==> config.mk <==
export PLATFORM = sky130hd
export DESIGN_NAME = input_channel_flat
export DESIGN_NICKNAME = d
export VERILOG_FILES = /design/src/rtl/input_channel_if.sv /design/src/rtl/input_channel.sv /design/src/flat_wrapper.sv
export SDC_FILE = /design/constraint.sdc
export NUM_CORES = 1
export LEC_CHECK = 0
export CORE_MARGIN = 2
export CORE_UTILIZATION = 58
export CTS_CLUSTER_SIZE = 40
export DETAILED_ROUTE_END_ITERATION = 8
export GPL_TIMING_DRIVEN = 1
export PLACE_DENSITY = 0.84
export RECOVER_POWER = 100
export SETUP_SLACK_MARGIN = 0.4
export SYNTH_ARGS = -nofsm -noshare
export SYNTH_HDL_FRONTEND = slang
export SYNTH_SLANG_ARGS = --single-unit
==> constraint.sdc <==
create_clock -name clk -period 10.15 [get_ports clk]
set_input_delay 3.045 -clock clk [delete_from_list [all_inputs] [get_ports clk]]
set_output_delay 3.045 -clock clk [all_outputs]
set_load 0.01 [all_outputs]
==> src/rtl/input_channel_if.sv <==
// rtl/input_channel_if.sv - link and crossbar handshake bundle of a router input channel
interface input_channel_if #(
    parameter int DATA_WIDTH      = 70,
    parameter int NUMBER_CHANNELS = 5
);
    logic [DATA_WIDTH-1:0]      in_data;
    logic                       in_val;
    logic                       in_ack;
    logic [NUMBER_CHANNELS-1:0] x_req;
    logic                       x_rok;
    logic [DATA_WIDTH-1:0]      x_dout;
    logic [NUMBER_CHANNELS-1:0] x_gnt;
    logic                       x_rd;
    logic                       err;

    modport master (
        output in_data, in_val, x_gnt, x_rd,
        input  in_ack, x_req, x_rok, x_dout, err
    );

    modport slave (
        input  in_data, in_val, x_gnt, x_rd,
        output in_ack, x_req, x_rok, x_dout, err
    );
endinterface

==> src/rtl/input_channel.sv <==
// rtl/input_channel.sv - router ingress: flit FIFO, header decode, one-hot crossbar request
module input_channel #(
    parameter int DATA_WIDTH      = 70,
    parameter int NUMBER_CHANNELS = 5,
    parameter int FIFO_DEPTH      = 4,
    parameter int FIFO_WIDTH      = 2,
    parameter int DEST_WIDTH      = 3
) (
    input  logic              clk,
    input  logic              rst,
    input_channel_if.slave    bus
);
    typedef enum logic [1:0] {IDLE, ROUTE, DROP} state_t;

    state_t                     state, state_nx;
    logic [DATA_WIDTH-1:0]      mem [FIFO_DEPTH];
    logic [FIFO_WIDTH-1:0]      rd_ptr, wr_ptr;
    logic [FIFO_WIDTH:0]        count;
    logic                       empty, full, wr_en;
    logic                       pop_xfer, pop_drop, pop;
    logic [NUMBER_CHANNELS-1:0] x_req, req_nx;
    logic                       err_q, err_nx;
    logic [DATA_WIDTH-1:0]      head;
    logic                       head_bop, head_eop, dest_ok;
    logic [DEST_WIDTH-1:0]      head_dest;

    assign empty     = (count == '0);
    assign full      = (count == (FIFO_WIDTH+1)'(FIFO_DEPTH));
    assign head      = mem[rd_ptr];
    assign head_bop  = head[DATA_WIDTH-1];
    assign head_eop  = head[DATA_WIDTH-2];
    assign head_dest = head[DEST_WIDTH-1:0];
    assign dest_ok   = (32'(head_dest) < NUMBER_CHANNELS);

    // Crossbar only sees the head while a packet owns this channel.
    assign bus.x_rok  = (state == ROUTE) && !empty;
    assign bus.x_req  = x_req;
    assign bus.x_dout = head;
    assign bus.err    = err_q;
    assign bus.in_ack = !full && !rst;

    assign wr_en    = bus.in_val && bus.in_ack;
    assign pop_xfer = bus.x_rd && bus.x_rok && (|(bus.x_gnt & x_req));
    assign pop      = pop_xfer || pop_drop;

    // Packet FSM: decode header in IDLE, forward in ROUTE, flush a misrouted packet in DROP.
    always_comb begin
        state_nx = state;
        req_nx   = x_req;
        pop_drop = 1'b0;
        err_nx   = 1'b0;
        case (state)
            IDLE: begin
                if (!empty) begin
                    if (!head_bop) begin
                        pop_drop = 1'b1;
                        err_nx   = 1'b1;
                    end else if (dest_ok) begin
                        req_nx   = NUMBER_CHANNELS'(1) << head_dest;
                        state_nx = ROUTE;
                    end else begin
                        pop_drop = 1'b1;
                        err_nx   = 1'b1;
                        if (!head_eop) state_nx = DROP;
                    end
                end
            end
            ROUTE: begin
                if (pop_xfer && head_eop) begin
                    req_nx   = '0;
                    state_nx = IDLE;
                end
            end
            DROP: begin
                if (!empty) begin
                    pop_drop = 1'b1;
                    if (head_eop) state_nx = IDLE;
                end
            end
            default: begin
                req_nx   = '0;
                state_nx = IDLE;
            end
        endcase
    end

    // State, request, error pulse and FIFO bookkeeping; reset drops everything in flight.
    always_ff @(posedge clk) begin
        if (rst) begin
            state  <= IDLE;
            x_req  <= '0;
            err_q  <= 1'b0;
            count  <= '0;
            rd_ptr <= '0;
            wr_ptr <= '0;
        end else begin
            state <= state_nx;
            x_req <= req_nx;
            err_q <= err_nx;
            if (wr_en) wr_ptr <= wr_ptr + 1'b1;
            if (pop)   rd_ptr <= rd_ptr + 1'b1;
            case ({wr_en, pop})
                2'b10:   count <= count + 1'b1;
                2'b01:   count <= count - 1'b1;
                default: count <= count;
            endcase
        end
    end

    // Flit storage; contents are only meaningful between rd_ptr and wr_ptr.
    always_ff @(posedge clk) begin
        if (wr_en) mem[wr_ptr] <= bus.in_data;
    end
endmodule

==> src/flat_wrapper.sv <==
// flat-port wrapper written by rule: the top's interface ports become plain ports
module input_channel_flat 
#(
    parameter int DATA_WIDTH      = 70,
    parameter int NUMBER_CHANNELS = 5,
    parameter int FIFO_DEPTH      = 4,
    parameter int FIFO_WIDTH      = 2,
    parameter int DEST_WIDTH      = 3
)
  (clk, rst, bus_in_data, bus_in_val, bus_x_gnt, bus_x_rd, bus_in_ack, bus_x_req, bus_x_rok, bus_x_dout, bus_err);
  input_channel_if #(.DATA_WIDTH(DATA_WIDTH), .NUMBER_CHANNELS(NUMBER_CHANNELS)) bus_i ();
  input  logic clk;
  input  logic rst;
  input wire logic [$bits(bus_i.in_data)-1:0] bus_in_data;
  input wire logic [$bits(bus_i.in_val)-1:0] bus_in_val;
  input wire logic [$bits(bus_i.x_gnt)-1:0] bus_x_gnt;
  input wire logic [$bits(bus_i.x_rd)-1:0] bus_x_rd;
  output wire logic [$bits(bus_i.in_ack)-1:0] bus_in_ack;
  output wire logic [$bits(bus_i.x_req)-1:0] bus_x_req;
  output wire logic [$bits(bus_i.x_rok)-1:0] bus_x_rok;
  output wire logic [$bits(bus_i.x_dout)-1:0] bus_x_dout;
  output wire logic [$bits(bus_i.err)-1:0] bus_err;
  assign bus_i.in_data = bus_in_data;
  assign bus_i.in_val = bus_in_val;
  assign bus_i.x_gnt = bus_x_gnt;
  assign bus_i.x_rd = bus_x_rd;
  assign bus_in_ack = bus_i.in_ack;
  assign bus_x_req = bus_i.x_req;
  assign bus_x_rok = bus_i.x_rok;
  assign bus_x_dout = bus_i.x_dout;
  assign bus_err = bus_i.err;
  input_channel #(.DATA_WIDTH(DATA_WIDTH), .NUMBER_CHANNELS(NUMBER_CHANNELS), .FIFO_DEPTH(FIFO_DEPTH), .FIFO_WIDTH(FIFO_WIDTH), .DEST_WIDTH(DEST_WIDTH)) u_core (.clk(clk), .rst(rst), .bus(bus_i));
endmodule
### Word-level counts from Yosys, hierarchy flattened

Memory sizes are Yosys's and may differ from the RTL's. A register that Yosys moved wholly into a read port is not among the register bits.
Cells that the tools add are included.
Widths: inputs -> output; s select.

* bits in registers: 15
* bits in writable memories: 280
* input bits: 79
* output and inout bits: 78
* logic and storage cells: 68
* memories kept: 1

* $add $sub $neg: 4
* magnitude comparators: 1
* eq/ne operators: 12
* shift operators: 1
* muxes and demuxes: 23
* bitwise operators: 3
* reduce and logical (&&, ||, !) cells: 17

Memories
* u_core.mem: words 4, bits a word 70, read ports 1, clocked after Yosys merged registers in 1, wr ports 1, line input_channel.sv:16 `logic [DATA_WIDTH-1:0] mem [FIFO_DEPTH];`

Operator list (count)
* $mux 5: 4
* $mux 2: 9
* $pmux 5 s3: 1
* $ne 2x2->1 const B: 5
* $logic_and 1x1->1: 6
* $mux 1: 6
* $pmux 2 s3: 1
* $pmux 3 s2: 1
* $reduce_and 6->1: 1
* $and 5x5->5: 1
* $reduce_and 5->1: 1
* $reduce_or 5->1: 1
* $shl 1x3->5 const A: 1
* $add 2x1->2 const B: 2
* $eq 2x1->1 const B: 2
* $eq 2x2->1 const B: 2
* $add 3x1->3 const B: 1
* $eq 3x3->1 const B: 1
* $logic_not 1->1: 3
* $logic_not 3->1: 1
* $lt 3x3->1 const B: 1
* $ne 3x2->1 const B: 1
* $sub 3x1->3 const B: 1
* $logic_not 2->1: 1
* 6 further kinds: 7

### Depth between registers and ports, before layout

Gate-level depths: netlist (run 1).

* depth in word-level cells: 8
* mapped depth: 12
* gate-level depth less buffers: 10

### Least setup slack after synthesis (run 1)

No wires, ideal clock.

* path kind: input -> output
* start point: in rst
* end point: out bus_in_ack
* arrival time: 3.551 ns
* data required time: 7.105 ns
* slack: 3.554 ns
* stages on the path: 2
* path buffers: 1
* path through: clkbuf_1 a31oi_1

* cells in the longest elaborated chain, start to end: 2

Ends and longest elaborated chain
* start: declaration: line flat_wrapper.sv:13 `input logic rst;`
* $logic_not 1->1: line input_channel.sv:40 `assign bus.in_ack = !full && !rst;`
* $logic_and 1x1->1: line input_channel.sv:40
* end: declaration: line flat_wrapper.sv:18 `output wire logic [$bits(bus_i.in_ack)-1:0] bus_in_ack;`

No other way between the ends.

### Worst setup path in the final report (run 1)

Ends and elaborated chain as after synthesis.

==> impl_metrics.yaml, run 1 <==
outcome:
  outcome: "complete, but fails checks"
  violations: "capacitance limit, slew limit"
routing:
  ant_nets: 0
  route.vias.total: 5315
  drt_wl_total_um: 20300
  vias_per_cell: 5.892
  dr.pass1.iters: 4
  drt_iter0_drc: 362
  drc: 0
  wl_per_cell_um: 22.51
final_layout:
  syn_to_final_growth_pct: 23.85
  fin_cells: 902
  ff_latch_area_um2: 8752
  drive_gt1_share_pct: 17.29
  n_fill_cell: 1051
  layout_common_cells: "edfxtp_1, dlygate4sd3_1, mux4_2"
  final_common_cell: "edfxtp_1"
  fin_nets: 731
  multiInputGateArea_um2: 2142
timing:
  worstMarginPinSlew_ns: 3.833
  max_slew_margin_pct: -155.6
  hold_viol_final: 0
  worst_clock_skew_ns: 0.01277
  fin_setup_tns_ns: 0
  worst_slack_ns: 2.195
  min_period_ns: 7.955
  setup_viol: 0
  drv_slew: 355
  fmax_mhz: 125.7
  rsz0062_at_grt: "no"
  timing.final.crit_share_pct: 78.38
clocking:
  h-tree-depth: 1
  ctsHoldBuffers: 0
  clockRootBuffer: "clkbuf_16"
  cts_tree: "built"
  clkTransAtPathRegs_ns: 0.06
  cts_resized: 0
  post_cts_buffers: 0
  numCtsBuffers: 28
  clk-insertion-delay-late_ns: 0.52
  cts_buffer_depth: 3
  cts_sinks: 297
placed_design:
  place_inst: 850
  dp.final_hpwl_um: 11660
  place_ws_ns: 2.185
  gp_congestion: 0.8246
  portBuffers: 156
power:
  p_sw_share_pct: 25.73
  p_per_area_nw_per_um2: 242.4
  ir_drop_v: 0.0001903
  p_leak_nw: 4.387
  seqPwrFrac_pct: 45.9
  internal-power_w: 0.002461
  power_switching_w: 0.0008522
  combPwrFrac_pct: 24.6
  pwr-share-clk_pct: 29.5
setup_path:
  worstSetupPathType: "in2out"
  end_kind: "output port"
  start_kind: "input port"
  ff2ff_setup_slack_ns: 4.42
  worst_ep_required_time_ns: 7.11
  path_max_fanout: 18
  worstReg2RegEnd: "u_core.count[2]"
  arrival_ns: 4.91
  reg2reg_depth: 10
global_routing:
  gr-total-overflow: 0
  grt_pass1_vias: 5669
  antenna_found_initial: 3
  grt_pass1_wl_um: 31360
  grt_max_degree: 71
  grtUsageTotal_pct: 20.61
yosys:
  synth_nets: 565
  synth_fa_ha_area_share_pct: 0.7483
  synthXorXnorAreaFrac_pct: 0.3175
  muxShareOfSynthArea_pct: 14.76
  synth_compound_area_share_pct: 1.531
  yosys.area_share.simple_pct: 2.166
  yosysWarningCount: 0
  ys_async_sr_fraction_pct: 0
  yosys.area.top_type: "edfxtp_1"
  synth_edf_count: 280
  syn_area_um2: 11040
  synthDistinctLibCells: 44
  synth_area_leaders: "edfxtp_1, mux4_2, dfxtp_1"
  synth_flop_cell: "edfxtp_1"
  synth_top_family_by_area: "multiplexers"
  synth_top_cell_area_share_pct: 76.19
  synth.avg_cell_area_um2: 22.99
  synth_seq_cells: 297
  syn_inst: 480
  ys_seq_area_share_pct: 79.27
hold_path:
  hold_path_startpoint: "u_core.bus.x_req[0]"
  min_to: "u_core.bus.x_req[0]"
  hold_path_class: "reg2reg"
  min_path_cells: 2
job:
  maxCapViolations: 5
die:
  dieHeight_um: 141.9
  dieWidth_um: 141.9
  rows: 50
  coreArea_um2: 18710
  boundaryPins: 157
  start_util_pct: 59.00
  die-area_um2: 20150
[per-layer routing]
layer	wire (um)	vias up	GRT usage, %
met4	326	0	4.737
met2	10540	205	35.79
met1	7943	2748	26.68
li1	-	2338	-
met3	1488	24	5.316
met5	0	-	0
[per-stage QoR]
step                      util, %  hold slack (ns)  area (um^2)  power, W
after floorplan                 -           0.4803        11040  0.002025
after global placement      68.59           0.4724        12830  0.002386
after detailed placement    68.59           0.4790        12830  0.002416
after CTS                   73.22           0.4891        13700  0.003394
after global routing        73.06           0.5080        13670  0.003459
final                       73.07           0.4961        13670  0.003313
[flip-flops by register name (all words and copies together) (netlist names), named ones only]
register	flops
u_core.mem	280
u_core.count	3
u_core.state	2
u_core.bus.err	1
u_core.rd_ptr	2
u_core.wr_ptr	2
u_core.bus.x_req	5
[power groups by stage]
stage / clock (W) / sequential [W] / combinational, W
2_1_floorplan: 0 / 0.00148 / 0.000541
3_3_place_gp: 0 / 0.00154 / 0.000851
3_5_place_dp: 0 / 0.00154 / 0.000871
4_1_cts: 0.000994 / 0.00152 / 0.000880
5_1_grt: 0.00105 / 0.00154 / 0.000876
6_report: 0.000977 / 0.00152 / 0.000814
[worst max-delay path by stage]
stage	from	end	slack, ns	depth (start not counted)
after floorplan	rst	bus_in_ack	3.55	2
after global placement	rst	bus_in_ack	2.31	3
after detailed placement	rst	bus_in_ack	2.18	3
after CTS	rst	bus_in_ack	2.18	3
after global routing	rst	bus_in_ack	2.07	3
final	rst	bus_in_ack	2.19	3
[synth_stat cells, types with 2 or more instances]
cell      count
nand2b_1      5
mux2i_1       3
and2_1        3
a21oi_1       7
ha_1          5
and3_1        5
mux2_2        2
clkbuf_1     11
buf_1         2
a211oi_1      3
buf_2         7
edfxtp_1    280
nand2_1       6
dfxtp_1      17
o211a_1       2
or3_1         2
mux4_2       70
nor2_1       12
o21ai_1       2
xor2_1        3
inv_1        10
[layout make-up]
class / count / area share (%)
flip-flops and latches: 297 / 64.03
clock inverters: 18 / 0.9795
clock buffers: 31 / 5.364
well taps: 234 / 2.142
diodes: 3 / 0.05492
inverters: 10 / 0.2746
repair buffers: 157 / 11.48
multi-input cells: 152 / 15.67
[critical path, cell delays in order]
cell and delay, ns:
dlygate4sd3_1 0.76, a31oi_1 0.44, dlygate4sd3_1 0.67
[kinds of logic after synthesis]
| kind of cell | after synthesis |
|---|---|
| compound gates | 24 |
| mux | 75 |
| fa+ha+maj | 6 |
| flops | 297 |
| buf+inv | 31 |
| simple gates | 43 |
| xor+xnor | 4 |
(Power assumes the default switching activity.)
==> run 2, diff against run 1 <==
--- a/config.mk
+++ b/config.mk
@@ -6,11 +6,11 @@
 export NUM_CORES = 1
 export LEC_CHECK = 0
 export CORE_MARGIN = 2
-export CORE_UTILIZATION = 58
+export CORE_UTILIZATION = 49
 export CTS_CLUSTER_SIZE = 40
 export DETAILED_ROUTE_END_ITERATION = 8
 export GPL_TIMING_DRIVEN = 1
-export PLACE_DENSITY = 0.84
+export PLACE_DENSITY = 0.76
 export RECOVER_POWER = 100
 export SETUP_SLACK_MARGIN = 0.4
 export SYNTH_ARGS = -nofsm -noshare
==> constraint.sdc (replaced) <==
create_clock -name clk -period 6.8 [get_ports clk]
set_input_delay 2.04 -clock clk [delete_from_list [all_inputs] [get_ports clk]]
set_output_delay 2.04 -clock clk [all_outputs]
set_load 0.01 [all_outputs]
==> run 2 against run 1 <==
Compared with the run above: the flow still finishes with violations (capacitance limit, slew limit); cell count increased by 6.1%; critical path depth increased by 1; via count increased by 1.0%; non-clock buffer count increased by 2; sequential power increased by 50%; combinational power increased by 49%; core utilization decreased by 9.9 points; total power increased by 55%; global-route usage decreased by 3.3 points; worst setup slack got worse by 1.4 ns; wire length increased by 0.51%; critical path type unchanged.
==> impl_metrics.yaml, run 2 (synthesis results as in run 1) <==
outcome:
  outcome: "complete, but fails checks"
  violations: "capacitance limit, slew limit"
clocking:
  post_cts_buffers: 0
  cts_resized: 0
  h-tree-depth: 1
  ctsHoldBuffers: 0
  numCtsBuffers: 30
  cts_sinks: 297
  clockRootBuffer: "clkbuf_16"
  cts_buffer_depth: 3
  cts_tree: "built"
  clk-insertion-delay-late_ns: 0.54
  clkTransAtPathRegs_ns: 0.06
final_layout:
  largest_reg_flops: 280
  largest_register: "u_core.mem"
  n_fill_cell: 1459
  final_area_um2: 13880
  top_regs: "u_core.mem (280), u_core.bus.x_req (5), u_core.count (3)"
  layout_common_cells: "edfxtp_1, dlygate4sd3_1, mux4_2"
  drive_gt1_share_pct: 18.55
  fin_nets: 735
  final_common_cell: "edfxtp_1"
  final_core_util_pct: 63.21
  syn_to_final_growth_pct: 25.78
global_routing:
  grt_max_degree: 71
  grt_pass1_wl_um: 31760
  grtUsageTotal_pct: 17.33
  gr-total-overflow: 0
  antenna_found_initial: 5
  grt_pass1_vias: 5738
setup_path:
  path_max_fanout: 18
  worstSetupPathType: "in2out"
  path_cells: "dlygate4sd3_1, clkbuf_1, a31oi_1, dlygate4sd3_1"
  slowest_delay_ns: 0.67
  worst_ep_required_time_ns: 4.76
  cp_slowest_cell: "dlygate4sd3_1"
  ff2ff_setup_slack_ns: 2.55
  path_common_cell: "dlygate4sd3_1"
  start_kind: "input port"
  arrival_ns: 4.01
  end_kind: "output port"
timing:
  setup_viol: 0
  hold_viol_final: 0
  worstMarginPinSlew_ns: 1.936
  min_period_ns: 6.052
  fin_setup_tns_ns: 0
  timing.final.crit_share_pct: 88.99
  drv_slew: 284
  rsz0062_at_grt: "no"
  max_slew_margin_pct: -29.05
  worst_clock_skew_ns: 0.01836
  fmax_mhz: 165.2
routing:
  dr.pass1.iters: 5
  drc: 0
  vias_per_cell: 5.610
  drt_iter0_drc: 411
  wl_per_cell_um: 21.32
  drt_wl_total_um: 20400
  route.vias.total: 5369
  ant_nets: 0
power:
  p_per_area_nw_per_um2: 370.6
  ir_drop_v: 0.0002753
  p_leak_nw: 4.443
  power_w: 0.005144
die:
  rows: 54
  boundaryPins: 157
  dieHeight_um: 154.1
  coreArea_um2: 21960
  start_util_pct: 50.26
  die-area_um2: 23740
  dieWidth_um: 154.1
hold_path:
  hold_path_class: "reg2reg"
placed_design:
  dp.final_hpwl_um: 11510
  portBuffers: 156
  gp_congestion: 0.7868
  dpl_cell_area_um2: 12900
job:
  maxCapViolations: 4
run 2: cell types whose count changed in the layout (fill, tap and decap cells not counted), sizes merged:
cell           previous run  this run
bufinv                    2         5
clkinvlp                  1         2
clkbuf                   31        38
clkinv                   15        13
clkdlybuf4s50             7        27
dlygate4sd3             149       129
run 2: path summary, 6_finish.rpt:
path	end	from	cells past startpoint
max	bus_in_ack	rst	4
min reg2reg	u_core.bus.x_req[0]	u_core.bus.x_req[0]	2
min	u_core.bus.x_req[0]	u_core.bus.x_req[0]	2
max reg2reg	u_core.count[2]	register	10
run 2: critical path, delay by kind of cell:
family	cells	cell delay (ns)
buffers and inverters	3	1.52
AOI/OAI and AO/OA	1	0.45
run 2: final cells by class:
class / count / area (um^2) / area share (%)
sequential: 297 / 8753 / 63.06
timing repair buffer: 159 / 1578 / 11.37
multi-input combinational: 152 / 2147 / 15.47
clock buffer: 36 / 773.2 / 5.571
inverter: 10 / 37.54 / 0.2704
antenna: 3 / 7.507 / 0.05408
clock inverter: 20 / 234.0 / 1.686
tap: 280 / 350.3 / 2.524
run 2: routing by layer:
| metal | track usage (%) | vias up | wire length (um) |
|---|---|---|---|
| met5 | 0 | - | 18 |
| met4 | 4.361 | 4 | 357 |
| met3 | 4.876 | 36 | 1568 |
| met2 | 29.36 | 203 | 10140 |
| met1 | 22.38 | 2756 | 8316 |
| li1 | - | 2370 | - |
run 2: power breakdown:
| group | leakage (nW) | switching, W | internal, W |
|---|---|---|---|
| logic | 1.27 | 0.000526 | 0.000685 |
| registers | 2.68 | 0.000142 | 0.00214 |
| clock network | 0.488 | 0.000649 | 0.000999 |
| total | 4.44 | 0.00132 | 0.00383 |
run 2: through the flow:
step                std cells  hold slack, ns  setup WS (ns)
finish                    957          0.5004         0.7485
global placement          898          0.4722          1.166
floorplan                 480          0.4803          2.030
global route              955          0.5338         0.5650
CTS                       954          0.4964          1.100
detailed placement        898          0.4856          1.106
==> run 3, diff against run 2 <==
--- a/config.mk
+++ b/config.mk
@@ -10,7 +10,7 @@
 export CTS_CLUSTER_SIZE = 40
 export DETAILED_ROUTE_END_ITERATION = 8
 export GPL_TIMING_DRIVEN = 1
-export PLACE_DENSITY = 0.76
+export PLACE_DENSITY_LB_ADDON = 0.1
 export RECOVER_POWER = 100
 export SETUP_SLACK_MARGIN = 0.4
 export SYNTH_ARGS = -nofsm -noshare
==> constraint.sdc (replaced) <==
create_clock -name clk -period 6.8 [get_ports clk]
set_input_delay 1.36 -clock clk [delete_from_list [all_inputs] [get_ports clk]]
set_output_delay 1.36 -clock clk [all_outputs]
set_load 0.01 [all_outputs]
==> run 3 against run 2 <==
Compared with the run above: the run still ends with capacitance limit, slew limit left; core utilization increased by 0.47 points; worst setup slack improved by 0.88 ns; die area unchanged; critical path depth decreased by 1; maximum frequency increased by 17%; via count decreased by 1.3%; count of clock-buffer cells in the layout decreased by 1; non-clock buffer count increased by 2; clock power increased by 7%; register-to-register slack improved by 0.27 ns; clock skew decreased by 0.0014 ns; first-iteration DRC count decreased by 51%; critical endpoint is now bus_x_dout[58]; largest power group unchanged.
==> impl_metrics.yaml, run 3 (synthesis results as in run 1) <==
final_layout:
  fin_nets: 738
  drive_gt1_share_pct: 18.73
  top_regs: "u_core.mem (280), u_core.bus.x_req (5), u_core.count (3)"
  ff_latch_area_um2: 8756
  multiInputGateArea_um2: 2142
  final_common_cell: "edfxtp_1"
  largest_register: "u_core.mem"
  fin_cells: 962
  largest_reg_flops: 280
  syn_to_final_growth_pct: 26.72
  n_fill_cell: 1469
  final_core_util_pct: 63.69
  layout_common_cells: "edfxtp_1, dlygate4sd3_1, mux4_2"
routing:
  drt_iter0_drc: 203
  dr.pass1.iters: 4
  wl_per_cell_um: 21.20
  ant_nets: 0
  route.vias.total: 5297
  vias_per_cell: 5.506
  drt_wl_total_um: 20400
  drc: 0
power:
  ir_drop_v: 0.0002429
  p_leak_nw: 4.511
  p_per_area_nw_per_um2: 374.5
setup_path:
  end_kind: "output port"
  path_max_fanout: 38
  start_kind: "register"
  worst_ep_required_time_ns: 5.44
  worstSetupPathType: "reg2out"
  reg2reg_depth: 10
  ff2ff_setup_slack_ns: 2.82
  worstReg2RegEnd: "u_core.count[2]"
  arrival_ns: 3.82
clocking:
  clk-insertion-delay-late_ns: 0.56
  post_cts_buffers: 0
  cts_tree: "built"
  clkTransAtPathRegs_ns: 0.06
  clockRootBuffer: "clkbuf_16"
  cts_sinks: 297
  cts_resized: 0
  numCtsBuffers: 31
  h-tree-depth: 1
  ctsHoldBuffers: 0
  cts_buffer_depth: 3
timing:
  timing.final.crit_share_pct: 76.12
  min_period_ns: 5.176
  hold_viol_final: 0
  worst_slack_ns: 1.624
  rsz0062_at_grt: "no"
  setup_viol: 0
  worst_clock_skew_ns: 0.01699
  worstMarginPinSlew_ns: 2.199
  fin_setup_tns_ns: 0
  drv_slew: 162
  fmax_mhz: 193.2
  max_slew_margin_pct: -46.60
placed_design:
  portBuffers: 156
  place_ws_ns: 2.166
  place_inst: 900
  gp_congestion: 0.7944
  dp.final_hpwl_um: 11760
hold_path:
  min_to: "u_core.bus.x_req[0]"
  hold_path_class: "reg2reg"
  hold_path_startpoint: "u_core.bus.x_req[0]"
  min_path_cells: 2
global_routing:
  grt_max_degree: 71
  grt_pass1_wl_um: 31840
  grt_pass1_vias: 5670
  grtUsageTotal_pct: 17.46
  antenna_found_initial: 5
  gr-total-overflow: 0
die:
  rows: 54
  dieHeight_um: 154.1
  dieWidth_um: 154.1
  boundaryPins: 157
  die-area_um2: 23740
  start_util_pct: 50.26
  coreArea_um2: 21960
outcome:
  outcome: "complete, but fails checks"
  violations: "capacitance limit, slew limit"
job:
  maxCapViolations: 4
[run 3: changes by cell type in the layout (fill, tap and decap cells not counted), moves of 2 or more]
cell	change
clkdlybuf4s50_1	-18
dlygate4sd3_1	+18
and3_1	+4
and3_2	-4
clkbuf_1	-3
bufinv_16	+2
clkbuf_2	+2
[run 3: worst max-delay path, stage by stage, from the launching register on]
cell and delay, ns:
dfxtp_4 0.87, clkbuf_2 1.11, mux4_2 0.64, dlygate4sd3_1 0.62
[run 3: report_power, final]
group / leakage, nW / switching [W] / internal [W]
clock: 0.535 / 0.000671 / 0.00110
combinational: 1.29 / 0.000512 / 0.000666
sequential: 2.68 / 0.000142 / 0.00214
total: 4.51 / 0.00133 / 0.00391
[run 3: per-stage QoR]
stage	instance area, um^2	power, W	hold slack [ns]
2_1_floorplan	11040	0.003023	0.4803
3_3_place_gp	12920	0.003588	0.4739
3_5_place_dp	12920	0.003611	0.4896
4_1_cts	14010	0.005403	0.5008
5_1_grt	13980	0.005468	0.5395
6_report	13980	0.005237	0.5130
[run 3: worst max-delay path by stage]
| stage | start | end | slack (ns) | cells past startpoint |
|---|---|---|---|---|
| floorplan | rst | u_core.mem[0][0] | 2.71 | 3 |
| global placement | rst | bus_in_ack | 2.29 | 3 |
| detailed placement | rst | bus_in_ack | 2.17 | 3 |
| CTS | register | bus_x_dout[26] | 2.03 | 3 |
| global route | register | bus_x_dout[62] | 1.16 | 3 |
| finish | register | bus_x_dout[58] | 1.62 | 3 |
[run 3: layer usage]
metal  track usage, %  wire, um
met5                0        13
met1            22.87      8391
met2            28.89     10070
met4            4.940       531
met3            5.045      1390
[run 3: area by class of cell]
cell class                      instances  area share [%]
Antenna cell                            4         0.07158
Clock buffer                           35           5.654
Sequential cell                       297           62.61
Tap cell                              280           2.505
Clock inverter                         23           2.192
Multi-Input combinational cell        152           15.32
Inverter                               10          0.2684
Timing Repair Buffer                  161           11.38
